**config.mk**
```make
export PLATFORM = sky130hd
export DESIGN_NAME = hydra_ingress_packer_flat
export DESIGN_NICKNAME = d
export VERILOG_FILES = /design/src/rtl/hydra_pkg.sv /design/src/rtl/hydra_ingress_packer_if.sv /design/src/rtl/hydra_ingress_packer_buf.sv /design/src/rtl/hydra_ingress_packer.sv /design/src/flat_wrapper.sv
export SDC_FILE = /design/constraint.sdc
export NUM_CORES = 1
export LEC_CHECK = 0
export BUFFER_PORTS_ARGS = -buffer_cell sky130_fd_sc_hd__buf_2
export CELL_PAD_IN_SITES_DETAIL_PLACEMENT = 2
export CELL_PAD_IN_SITES_GLOBAL_PLACEMENT = 2
export CORE_MARGIN = 2
export CORE_UTILIZATION = 45
export CTS_CLUSTER_SIZE = 28
export DETAILED_ROUTE_END_ITERATION = 16
export PLACE_DENSITY_LB_ADDON = 0.1
export SLEW_MARGIN = 20
export SYNTH_ARGS = -nofsm -noshare
export SYNTH_HDL_FRONTEND = slang
export SYNTH_HIERARCHICAL = 1
export SYNTH_SLANG_ARGS = --single-unit
```
**constraint.sdc**
```tcl
create_clock -name clk -period 4.3 [get_ports clk]
set_input_delay 0.43 -clock clk [delete_from_list [all_inputs] [get_ports clk]]
set_output_delay 0.43 -clock clk [all_outputs]
set_load 0.03 [all_outputs]
```
**src/rtl/hydra_pkg.sv**
```systemverilog
// Shared types for the hydra switch ingress path: control-word layout,
// packer FSM states and switch port count.
package hydra_pkg;

  localparam int PORT_NUM = 16;

  // Control word prefixed to every packet handed to a hydra write port.
  typedef struct packed {
    logic [8:0] len;   // payload words - 1
    logic [2:0] prio;
    logic [3:0] dest;
  } ctrl_word_t;

  typedef enum logic [2:0] {
    ST_IDLE,
    ST_COLLECT,
    ST_DROP,
    ST_ARM,
    ST_SOP,
    ST_CTRL,
    ST_DATA,
    ST_EOP
  } pk_state_t;

endpackage

```
**src/rtl/hydra_ingress_packer_if.sv**
```systemverilog
// Ingress word stream, switch pause bit, hydra write-port signals and the
// drop counter of one packer. slave = the packer, master = its environment.
interface hydra_ingress_packer_if;
  logic        in_vld;
  logic        in_ready;
  logic [15:0] in_data;
  logic        in_last;
  logic [3:0]  in_dest;
  logic [2:0]  in_prio;
  logic        pause;
  logic        wr_sop;
  logic        wr_vld;
  logic [15:0] wr_data;
  logic        wr_eop;
  logic [15:0] drop_cnt;

  modport master (
    output in_vld, in_data, in_last, in_dest, in_prio, pause,
    input  in_ready, wr_sop, wr_vld, wr_data, wr_eop, drop_cnt
  );

  modport slave (
    input  in_vld, in_data, in_last, in_dest, in_prio, pause,
    output in_ready, wr_sop, wr_vld, wr_data, wr_eop, drop_cnt
  );
endinterface

```
**src/rtl/hydra_ingress_packer_buf.sv**
```systemverilog
// packer_buf: simple dual-port DEPTH x 16 payload RAM, synchronous write,
// registered read (one cycle read latency).
module packer_buf #(
  parameter int DEPTH = 64
) (
  input  logic                     i_clk,
  input  logic                     i_we,
  input  logic [$clog2(DEPTH)-1:0] i_waddr,
  input  logic [15:0]              i_wdata,
  input  logic [$clog2(DEPTH)-1:0] i_raddr,
  output logic [15:0]              o_rdata
);
  logic [15:0] r_mem [DEPTH];
  logic [15:0] r_rdata;

  // Write port and registered read port.
  always_ff @(posedge i_clk) begin
    if (i_we) r_mem[i_waddr] <= i_wdata;
    r_rdata <= r_mem[i_raddr];
  end

  assign o_rdata = r_rdata;
endmodule

```
**src/rtl/hydra_ingress_packer.sv**
```systemverilog
// hydra_ingress_packer: buffers one whole ingress packet, then replays it to
// a hydra write port as SOP, control word, payload, EOP. A packet is started
// only while pause is low. Oversize packets (more than DEPTH words) are
// dropped. Optional feature macro: HYDRA_PACKER_DROP_CNT_EN enables the
// saturating 16-bit drop counter; otherwise drop_cnt is tied to zero.
module hydra_ingress_packer
  import hydra_pkg::*;
#(
  parameter int DEPTH = 64
) (
  input logic                   clk,
  input logic                   rst,
  hydra_ingress_packer_if.slave bus
);
  localparam int AW = $clog2(DEPTH);

  pk_state_t     r_state, w_next;
  logic [9:0]    r_count;
  logic [9:0]    r_oidx;
  logic [AW-1:0] r_rptr;
  logic [3:0]    r_dest;
  logic [2:0]    r_prio;
  logic          r_wr_sop, r_wr_vld, r_wr_eop;
  logic [15:0]   r_wr_data;

  logic          w_accept, w_ready, w_we;
  logic [AW-1:0] w_waddr;
  logic [15:0]   w_rd_data;
  logic [8:0]    w_len;
  ctrl_word_t    w_ctrl;
  logic          w_sop_nx, w_vld_nx, w_eop_nx;
  logic [15:0]   w_data_nx;

  assign w_ready      = ((r_state == ST_IDLE) || (r_state == ST_COLLECT) ||
                         (r_state == ST_DROP)) && !rst;
  assign w_accept     = bus.in_vld && w_ready;
  assign bus.in_ready = w_ready;
  assign w_len        = 9'(r_count - 10'd1);

  // Control word assembled from the latched header fields and word count.
  always_comb begin
    w_ctrl.len  = w_len;
    w_ctrl.prio = r_prio;
    w_ctrl.dest = r_dest;
  end

  packer_buf #(.DEPTH(DEPTH)) u_buf (
    .i_clk   (clk),
    .i_we    (w_we),
    .i_waddr (w_waddr),
    .i_wdata (bus.in_data),
    .i_raddr (r_rptr),
    .o_rdata (w_rd_data)
  );

  // FSM state register.
  always_ff @(posedge clk or posedge rst) begin
    if (rst) r_state <= ST_IDLE;
    else     r_state <= w_next;
  end

  // Next state, buffer write strobe and next values of the registered outputs.
  always_comb begin
    w_next  = r_state;
    w_we    = 1'b0;
    w_waddr = r_count[AW-1:0];
    unique case (r_state)
      ST_IDLE: if (w_accept) begin
        w_we    = 1'b1;
        w_waddr = '0;
        w_next  = bus.in_last ? ST_ARM : ST_COLLECT;
      end
      ST_COLLECT: if (w_accept) begin
        // A word arriving with the buffer already full makes the packet
        // oversize; if it is also the last word the drop completes at once.
        if (r_count == 10'(DEPTH)) begin
          w_next = bus.in_last ? ST_IDLE : ST_DROP;
        end else begin
          w_we = 1'b1;
          if (bus.in_last) w_next = ST_ARM;
        end
      end
      ST_DROP: if (w_accept && bus.in_last) w_next = ST_IDLE;
      ST_ARM:  if (!bus.pause) w_next = ST_SOP;
      ST_SOP:  w_next = ST_CTRL;
      ST_CTRL: w_next = ST_DATA;
      ST_DATA: if (r_oidx == r_count) w_next = ST_EOP;
      ST_EOP:  w_next = ST_IDLE;
      default: w_next = ST_IDLE;
    endcase

    w_sop_nx  = (w_next == ST_SOP);
    w_vld_nx  = (w_next == ST_CTRL) || (w_next == ST_DATA);
    w_eop_nx  = (w_next == ST_EOP);
    w_data_nx = '0;
    if (w_next == ST_CTRL)      w_data_nx = w_ctrl;
    else if (w_next == ST_DATA) w_data_nx = w_rd_data;
  end

  // Word count, header latch, read pointer and emitted-word index.
  // The read pointer is 0 during SOP so RAM data lines up one cycle ahead
  // of the registered wr_data.
  always_ff @(posedge clk or posedge rst) begin
    if (rst) begin
      r_count <= '0;
      r_dest  <= '0;
      r_prio  <= '0;
      r_rptr  <= '0;
      r_oidx  <= '0;
    end else begin
      if (r_state == ST_IDLE && w_accept) begin
        r_count <= 10'd1;
        r_dest  <= bus.in_dest;
        r_prio  <= bus.in_prio;
      end else if (r_state == ST_COLLECT && w_we) begin
        r_count <= r_count + 10'd1;
      end

      if (r_state == ST_SOP || r_state == ST_CTRL || r_state == ST_DATA)
        r_rptr <= r_rptr + AW'(1);
      else
        r_rptr <= '0;

      if (r_state == ST_CTRL)      r_oidx <= 10'd1;
      else if (r_state == ST_DATA) r_oidx <= r_oidx + 10'd1;
    end
  end

  // Registered write-port outputs.
  always_ff @(posedge clk or posedge rst) begin
    if (rst) begin
      r_wr_sop  <= 1'b0;
      r_wr_vld  <= 1'b0;
      r_wr_eop  <= 1'b0;
      r_wr_data <= '0;
    end else begin
      r_wr_sop  <= w_sop_nx;
      r_wr_vld  <= w_vld_nx;
      r_wr_eop  <= w_eop_nx;
      r_wr_data <= w_data_nx;
    end
  end

  assign bus.wr_sop  = r_wr_sop;
  assign bus.wr_vld  = r_wr_vld;
  assign bus.wr_eop  = r_wr_eop;
  assign bus.wr_data = r_wr_data;

`ifdef HYDRA_PACKER_DROP_CNT_EN
  logic        w_drop_inc;
  logic [15:0] r_drop_cnt;

  assign w_drop_inc = w_accept && bus.in_last &&
                      ((r_state == ST_DROP) ||
                       (r_state == ST_COLLECT && r_count == 10'(DEPTH)));

  // Saturating count of dropped oversize packets.
  always_ff @(posedge clk or posedge rst) begin
    if (rst)                                  r_drop_cnt <= '0;
    else if (w_drop_inc && r_drop_cnt != '1)  r_drop_cnt <= r_drop_cnt + 16'd1;
  end

  assign bus.drop_cnt = r_drop_cnt;
`else
  assign bus.drop_cnt = '0;
`endif
endmodule

```
**src/flat_wrapper.sv**
```systemverilog
// flat-port wrapper written by rule: the top's interface ports become plain ports
module hydra_ingress_packer_flat import hydra_pkg::*;
#(
  parameter int DEPTH = 64
)
  (clk, rst, bus_in_vld, bus_in_data, bus_in_last, bus_in_dest, bus_in_prio, bus_pause, bus_in_ready, bus_wr_sop, bus_wr_vld, bus_wr_data, bus_wr_eop, bus_drop_cnt);
  hydra_ingress_packer_if bus_i ();
  input logic clk;
  input logic rst;
  input wire logic [$bits(bus_i.in_vld)-1:0] bus_in_vld;
  input wire logic [$bits(bus_i.in_data)-1:0] bus_in_data;
  input wire logic [$bits(bus_i.in_last)-1:0] bus_in_last;
  input wire logic [$bits(bus_i.in_dest)-1:0] bus_in_dest;
  input wire logic [$bits(bus_i.in_prio)-1:0] bus_in_prio;
  input wire logic [$bits(bus_i.pause)-1:0] bus_pause;
  output wire logic [$bits(bus_i.in_ready)-1:0] bus_in_ready;
  output wire logic [$bits(bus_i.wr_sop)-1:0] bus_wr_sop;
  output wire logic [$bits(bus_i.wr_vld)-1:0] bus_wr_vld;
  output wire logic [$bits(bus_i.wr_data)-1:0] bus_wr_data;
  output wire logic [$bits(bus_i.wr_eop)-1:0] bus_wr_eop;
  output wire logic [$bits(bus_i.drop_cnt)-1:0] bus_drop_cnt;
  assign bus_i.in_vld = bus_in_vld;
  assign bus_i.in_data = bus_in_data;
  assign bus_i.in_last = bus_in_last;
  assign bus_i.in_dest = bus_in_dest;
  assign bus_i.in_prio = bus_in_prio;
  assign bus_i.pause = bus_pause;
  assign bus_in_ready = bus_i.in_ready;
  assign bus_wr_sop = bus_i.wr_sop;
  assign bus_wr_vld = bus_i.wr_vld;
  assign bus_wr_data = bus_i.wr_data;
  assign bus_wr_eop = bus_i.wr_eop;
  assign bus_drop_cnt = bus_i.drop_cnt;
  hydra_ingress_packer #(.DEPTH(DEPTH)) u_core (.clk(clk), .rst(rst), .bus(bus_i));
endmodule
```
# Yosys cells after proc, flatten, opt, wreduce, memory -nomap -nowiden
# Memories as Yosys holds them, arrays and structs flattened. A register that Yosys moved wholly into a read port is not among the register bits.
# Cells that the tools add are included.
dict set report word_totals {
  mem_bits_rw 1024
  word_cells 67
  register_bits 55
  in_bits 28
  out_inout_bits 36
  memories 1
}
# name words word_bits read_ports rd_clocked_by_memory_dff write_ports line
set memory_table {}
lappend memory_table {u_core.u_buf.r_mem 64 16 1 1 1 hydra_ingress_packer_buf.sv:13} ;# logic [15:0] r_mem [DEPTH];
dict set report classes {
  mux 25
  addsub 4
  eq_ne 13
  reduce_logical 14
}
# operator n
set op_table {}
lappend op_table {{10-bit 2-to-1 mux} 4}
lappend op_table {{16-bit 2-to-1 mux} 2}
lappend op_table {{3-bit == test (second input constant)} 8}
lappend op_table {{3-bit case mux with 8 select lines} 1}
lappend op_table {{3-bit 2-to-1 mux} 7}
lappend op_table {{10-bit by 1-bit adder with 10-bit output (second input constant)} 2}
lappend op_table {{6-bit 2-to-1 mux} 3}
lappend op_table {{10-bit == test} 1}
lappend op_table {{10-bit by 7-bit == test with 1-bit output (second input constant)} 1}
lappend op_table {{9-bit by 1-bit subtractor with 9-bit output (second input constant)} 1}
lappend op_table {{6-bit by 1-bit adder with 6-bit output (second input constant)} 1}
lappend op_table {{3-bit by 2-bit == test with 1-bit output (second input constant)} 2}
lappend op_table {{1-bit logical AND} 5}
lappend op_table {{1-bit logical OR} 5}
lappend op_table {{1-bit 2-to-1 mux} 5}
lappend op_table {{2-bit 2-to-1 mux} 2}
lappend op_table {{2-bit nonzero test} 2}
lappend op_table {{3-bit by 1-bit == test with 1-bit output (second input constant)} 1}
lappend op_table {{3-bit zero test} 1}
lappend op_table {{1-bit case mux with 2 select lines} 1}
lappend op_table {{1-bit zero test} 1}

# Depth between registers and ports, before layout
dict set report depth {
  word_depth 11
  mapped_depth 11
  mapped_depth_nobuf 8
}

# Modules after synthesis
# Netlist, hierarchy kept.
# module seq_area_each_um2 area_each_um2 cells_each instances
set by_module_without_submodules {}
lappend by_module_without_submodules {packer_buf 31069.8 40042.2 1829 1}
lappend by_module_without_submodules {hydra_ingress_packer 1376.3 3021.6 326 1}

# Worst setup path before layout
# Ideal clock, no wire load.
dict set report synth_path {
  kind {register -> register}
  startpoint {reg u_core.r_count[0]}
  endpoint {mem u_core.u_buf.r_mem[48][0] (enable)}
  setup_ns 0.409
  path_slack_ns 0.638
  synth_period_minus_slack_ns 3.662
  n_path_buf 2
  t_arrival_ns 3.253
  path_stages_with_launch 11
  required_ns 3.891
  path_cell_list {dfrtp_1 > clkbuf_1 > inv_1 > ha_1 > nor4b_4 > and3_1 > buf_6 > o21ai_0 > nor2b_1 > nand4b_1 > nor3_1}
}
dict set report synth_between {
  elab_chain_len 6
  elab_cells_between_ends 8
  cone_classes {eq/ne: 1; mux: 7}
}
# item line
set synth_lines {}
lappend synth_lines {{start: declaration} hydra_ingress_packer.sv:18} ;# logic [9:0] r_count;
lappend synth_lines {{start signal: assignment} hydra_ingress_packer.sv:116} ;# r_count <= r_count + 10'd1;
lappend synth_lines {{10-bit by 7-bit == test with 1-bit output} hydra_ingress_packer.sv:76} ;# if (r_count == 10'(DEPTH)) begin
lappend synth_lines {{1-bit 2-to-1 mux} hydra_ingress_packer.sv:76}
lappend synth_lines {{1-bit 2-to-1 mux} hydra_ingress_packer.sv:73} ;# ST_COLLECT: if (w_accept) begin
lappend synth_lines {{1-bit case mux with 2 select lines} hydra_ingress_packer.sv:67} ;# unique case (r_state)
lappend synth_lines {{via u_core.w_we} hydra_ingress_packer.sv:26} ;# logic w_accept, w_ready, w_we;
lappend synth_lines {{1-bit 2-to-1 mux} hydra_ingress_packer_buf.sv:18} ;# if (i_we) r_mem[i_waddr] <= i_wdata;
lappend synth_lines {{1-bit 2-to-1 mux (not written as such)} hydra_ingress_packer_buf.sv:18}
lappend synth_lines {{end: declaration} hydra_ingress_packer_buf.sv:13}
# The timed path passes the listed nets, and every way through them passes these cells.

# Worst setup path in the final report
dict set report layout_path {
  startpoint {reg u_core.r_count[0]}
  endpoint {mem u_core.u_buf.r_mem[58][0] (enable)}
}
# The elaborated chain is that of the path after synthesis.

==> flow_summary.json <==
{
  "drt-initial-drc-count": 2231,
  "synth-xor-area-share": 0.005898,
  "synth_edf_count": 1024,
  "synth_area_per_cell_um2": 19.98,
  "synth_top_family_by_area": "multiplexers",
  "dr_total_vias": 22160,
  "crit_start": "u_core/r_count[0]",
  "ys_ff_latch": 1095,
  "gr-usage-all-layers": 0.2643,
  "antenna_found_initial": 2,
  "dpl.hpwl_um": 78910,
  "end_kind": "flip-flop",
  "period_share": 0.8756,
  "p_total_mw": 28.05,
  "post-place-ws_ns": 0.6679,
  "io_buffer_count": 47,
  "fin_crit_ns": 3.765,
  "synth_area_leaders": "edfxtp_1, mux4_2, dfrtp_1, mux2i_1, nand2_1",
  "firstDrtPassIters": 5,
  "synth-seq-area-share": 0.7534,
  "worst_pin_slew_ns": 1.093,
  "overflow": 0,
  "synthMuxAreaShare": 0.1450,
  "drt_wl_total_um": 128600,
  "start_util": 0.4539,
  "status": "finished clean",
  "synth_compound_area_frac": 0.02937,
  "ant_nets": 0,
  "synth.cell_area_mm2": 0.04306,
  "dp.cells": 3470,
  "hold_path_depth": 1,
  "postSynth.asyncResetShare": 0.05023,
  "root_buffer": "clkbuf_16",
  "r2r-start": "u_core/r_count[0]",
  "rrSetupSlack_ns": 0.53,
  "arrival_ns": 4.13,
  "clock_skew_ns": 0.03465,
  "rows": 113,
  "hold_viol": 0,
  "synth-simple-area-share": 0.04149,
  "worstPathRequired_ns": 4.66,
  "final_cell_mix": "edfxtp_1, mux4_2, buf_4, clkbuf_16, nand2_1",
  "hold-worst-slack_ns": 0.1962,
  "grt_max_degree": 81,
  "powerDensity_mw_per_mm2": 571.4,
  "path_clk_slew_ns": 0.06,
  "r2r_end": "u_core/u_buf/r_mem[58][0]",
  "power.net_switching_mw": 7.696,
  "hp-class": "in2reg",
  "synth_top_area_share": 0.7140,
  "comb_power_share": 0.191,
  "syn_inst": 2155,
  "die_x_um": 313.4,
  "clockBufferDepth": 3,
  "final_area_mm2": 0.04909,
  "numCtsBuffers": 115,
  "synth_top_flop_cell": "edfxtp_1",
  "fin_setup_tns_ns": 0,
  "synth-adder-area-share": 0.001162,
  "synth.distinct_cells": 69,
  "cts_tree": "done",
  "slew_violations": 0,
  "p_int_mw": 20.36,
  "pwr-share-seq": 0.440,
  "p_leak_nw": 15.64,
  "nFillCells": 8244,
  "rsz0062_at_grt": "no",
  "mostFrequentLayoutCell": "edfxtp_1",
  "maxCapViolCount": 0,
  "p_sw_frac": 0.2743,
  "cp_slowest_stage_delay_ns": 0.65,
  "yosys.area.top_type": "edfxtp_1",
  "drc": 0,
  "setup_viol": 0,
  "peakVddDrop_mv": 0.3867,
  "cts_resized": 0,
  "place_area_mm2": 0.04508,
  "r2r.worst_path.cells": 10,
  "clk_latency_ns": 0.71,
  "die_h_um": 313.4,
  "grt_pass1_vias": 23840,
  "crit_chain": "inv_1 > ha_1 > nor4b_4 > and3_1 > o21ai_0 > buf_4 > nor2b_1 > nand2_1 > nor2_1 > buf_4",
  "hold_start": "bus_in_data[1]",
  "finalNonFillerCells": 3695,
  "timing.critical_path.mode_cell": "buf_4",
  "relSlewSlack": 0.2714,
  "htree_num_levels": 3,
  "wl_per_cell_um": 34.80,
  "crit_fanout": 16,
  "clockPowerShare": 0.369,
  "cp-start-kind": "flip-flop",
  "drive_gt1_frac": 0.2555,
  "finish.utilization": 0.5175,
  "core_mm2": 0.09487,
  "slowest_stage": "nand2_1",
  "fin_ws_ns": 0.5350,
  "routed_via_density": 5.997,
  "min_to": "u_core/u_buf/r_mem[14][1]",
  "max_freq_ghz": 0.2656,
  "num_io_pins": 64,
  "ys_warn_count": 6,
  "grt_pass1_wl_um": 183300,
  "cts.sink_count": 1095,
  "nets": 2363,
  "gp_congestion": 0.8453,
  "critPathKind": "reg2reg",
  "dieArea_mm2": 0.09819,
  "syn_to_final_growth_pct": 14.00
}
## critical path: cells and delay by family, from the launching register on
kind                       cells  cell delay [ns]
AOI/OAI and AO/OA              1             0.20
adders and majority gates      1             0.27
buffers and inverters          3             0.63
DFF                            1             0.52
and+or+nand+nor                5             1.82
## flip-flops by register name, indices dropped and copies added, names as in the netlist
register,count
u_core/bus.wr_sop,1
u_core/r_prio,3
u_core/r_dest,4
u_core/u_buf/r_mem,1024
u_core/bus.wr_vld,1
u_core/r_state,3
u_core/r_oidx,10
u_core/u_buf/o_rdata,16
u_core/r_rptr,6
u_core/bus.wr_eop,1
u_core/bus.wr_data,16
u_core/r_count,10
## cell families after synthesis
kind of cell	Yosys count
fa+ha+maj	4
buf+inv	152
other cells	1
mux	339
xor+xnor	29
simple gates	362
compound gates	173
flops	1095
## repair_timing
item                                   CTS  global route
hold buffers                             9             0
endpoints found under the hold margin   28             0
buffers inserted                         0             0
## how the worst max path moves through the flow
stage                                      endpoint  slack [ns]  cells after the start
after detailed placement  u_core/u_buf/r_mem[58][9]        0.67                     10
after global placement    u_core/u_buf/r_mem[58][1]        0.76                     10
after CTS                 u_core/u_buf/r_mem[58][6]        0.57                     10
after global routing      u_core/u_buf/r_mem[58][9]        0.39                     10
after floorplan           u_core/u_buf/r_mem[48][0]        0.64                     10
final                     u_core/u_buf/r_mem[58][0]        0.53                     10
## layer usage
layer  vias up  track usage  share of wire
met1     12110       0.3590           0.42
met2       759       0.4500           0.51
li1       9123            -              -
met4         2      0.07688          0.029
met5         -            0        0.00010
met3       169      0.03483          0.048
## Yosys cell counts, types with 8 or more instances
master       n
mux4_2     220
a21oi_1     20
mux2i_1     88
dfrtp_1     55
buf_6       21
a22oi_1     39
o21ai_0     20
xnor2_1     13
a221oi_1    16
nand4_1     27
nor3_1       8
nand3_1     37
buf_2       44
nor2_1      98
xor2_1      16
nor2b_1     31
inv_1        9
mux2_2      27
a311oi_1     8
dfxtp_1     16
edfxtp_1  1024
nand2_1    108
a211oi_1     9
buf_4       29
clkbuf_1    34
a211o_1      8
a22o_1       8
a31oi_1     12
## power groups by stage
stage	registers, mW	logic, mW	clock network [mW]
floorplan	12.4	3.85	0
global placement	12.6	5.26	0
detailed placement	12.6	5.37	0
CTS	12.4	5.43	10.6
global route	12.4	5.67	10.9
finish	12.4	5.36	10.3
## layout make-up
class / instances / area (um^2) / share of cell area
flip-flops and latches: 1095 / 32460 / 0.6612
clock inverters: 57 / 760.7 / 0.01550
inverters: 9 / 33.78 / 0.0006881
clock buffers: 156 / 3144 / 0.06405
repair buffers: 187 / 1434 / 0.02921
multi-input cells: 923 / 9671 / 0.1970
well taps: 1265 / 1583 / 0.03224
diodes: 3 / 7.507 / 0.0001529
No activity file was read; power rests on OpenSTA's default activity.
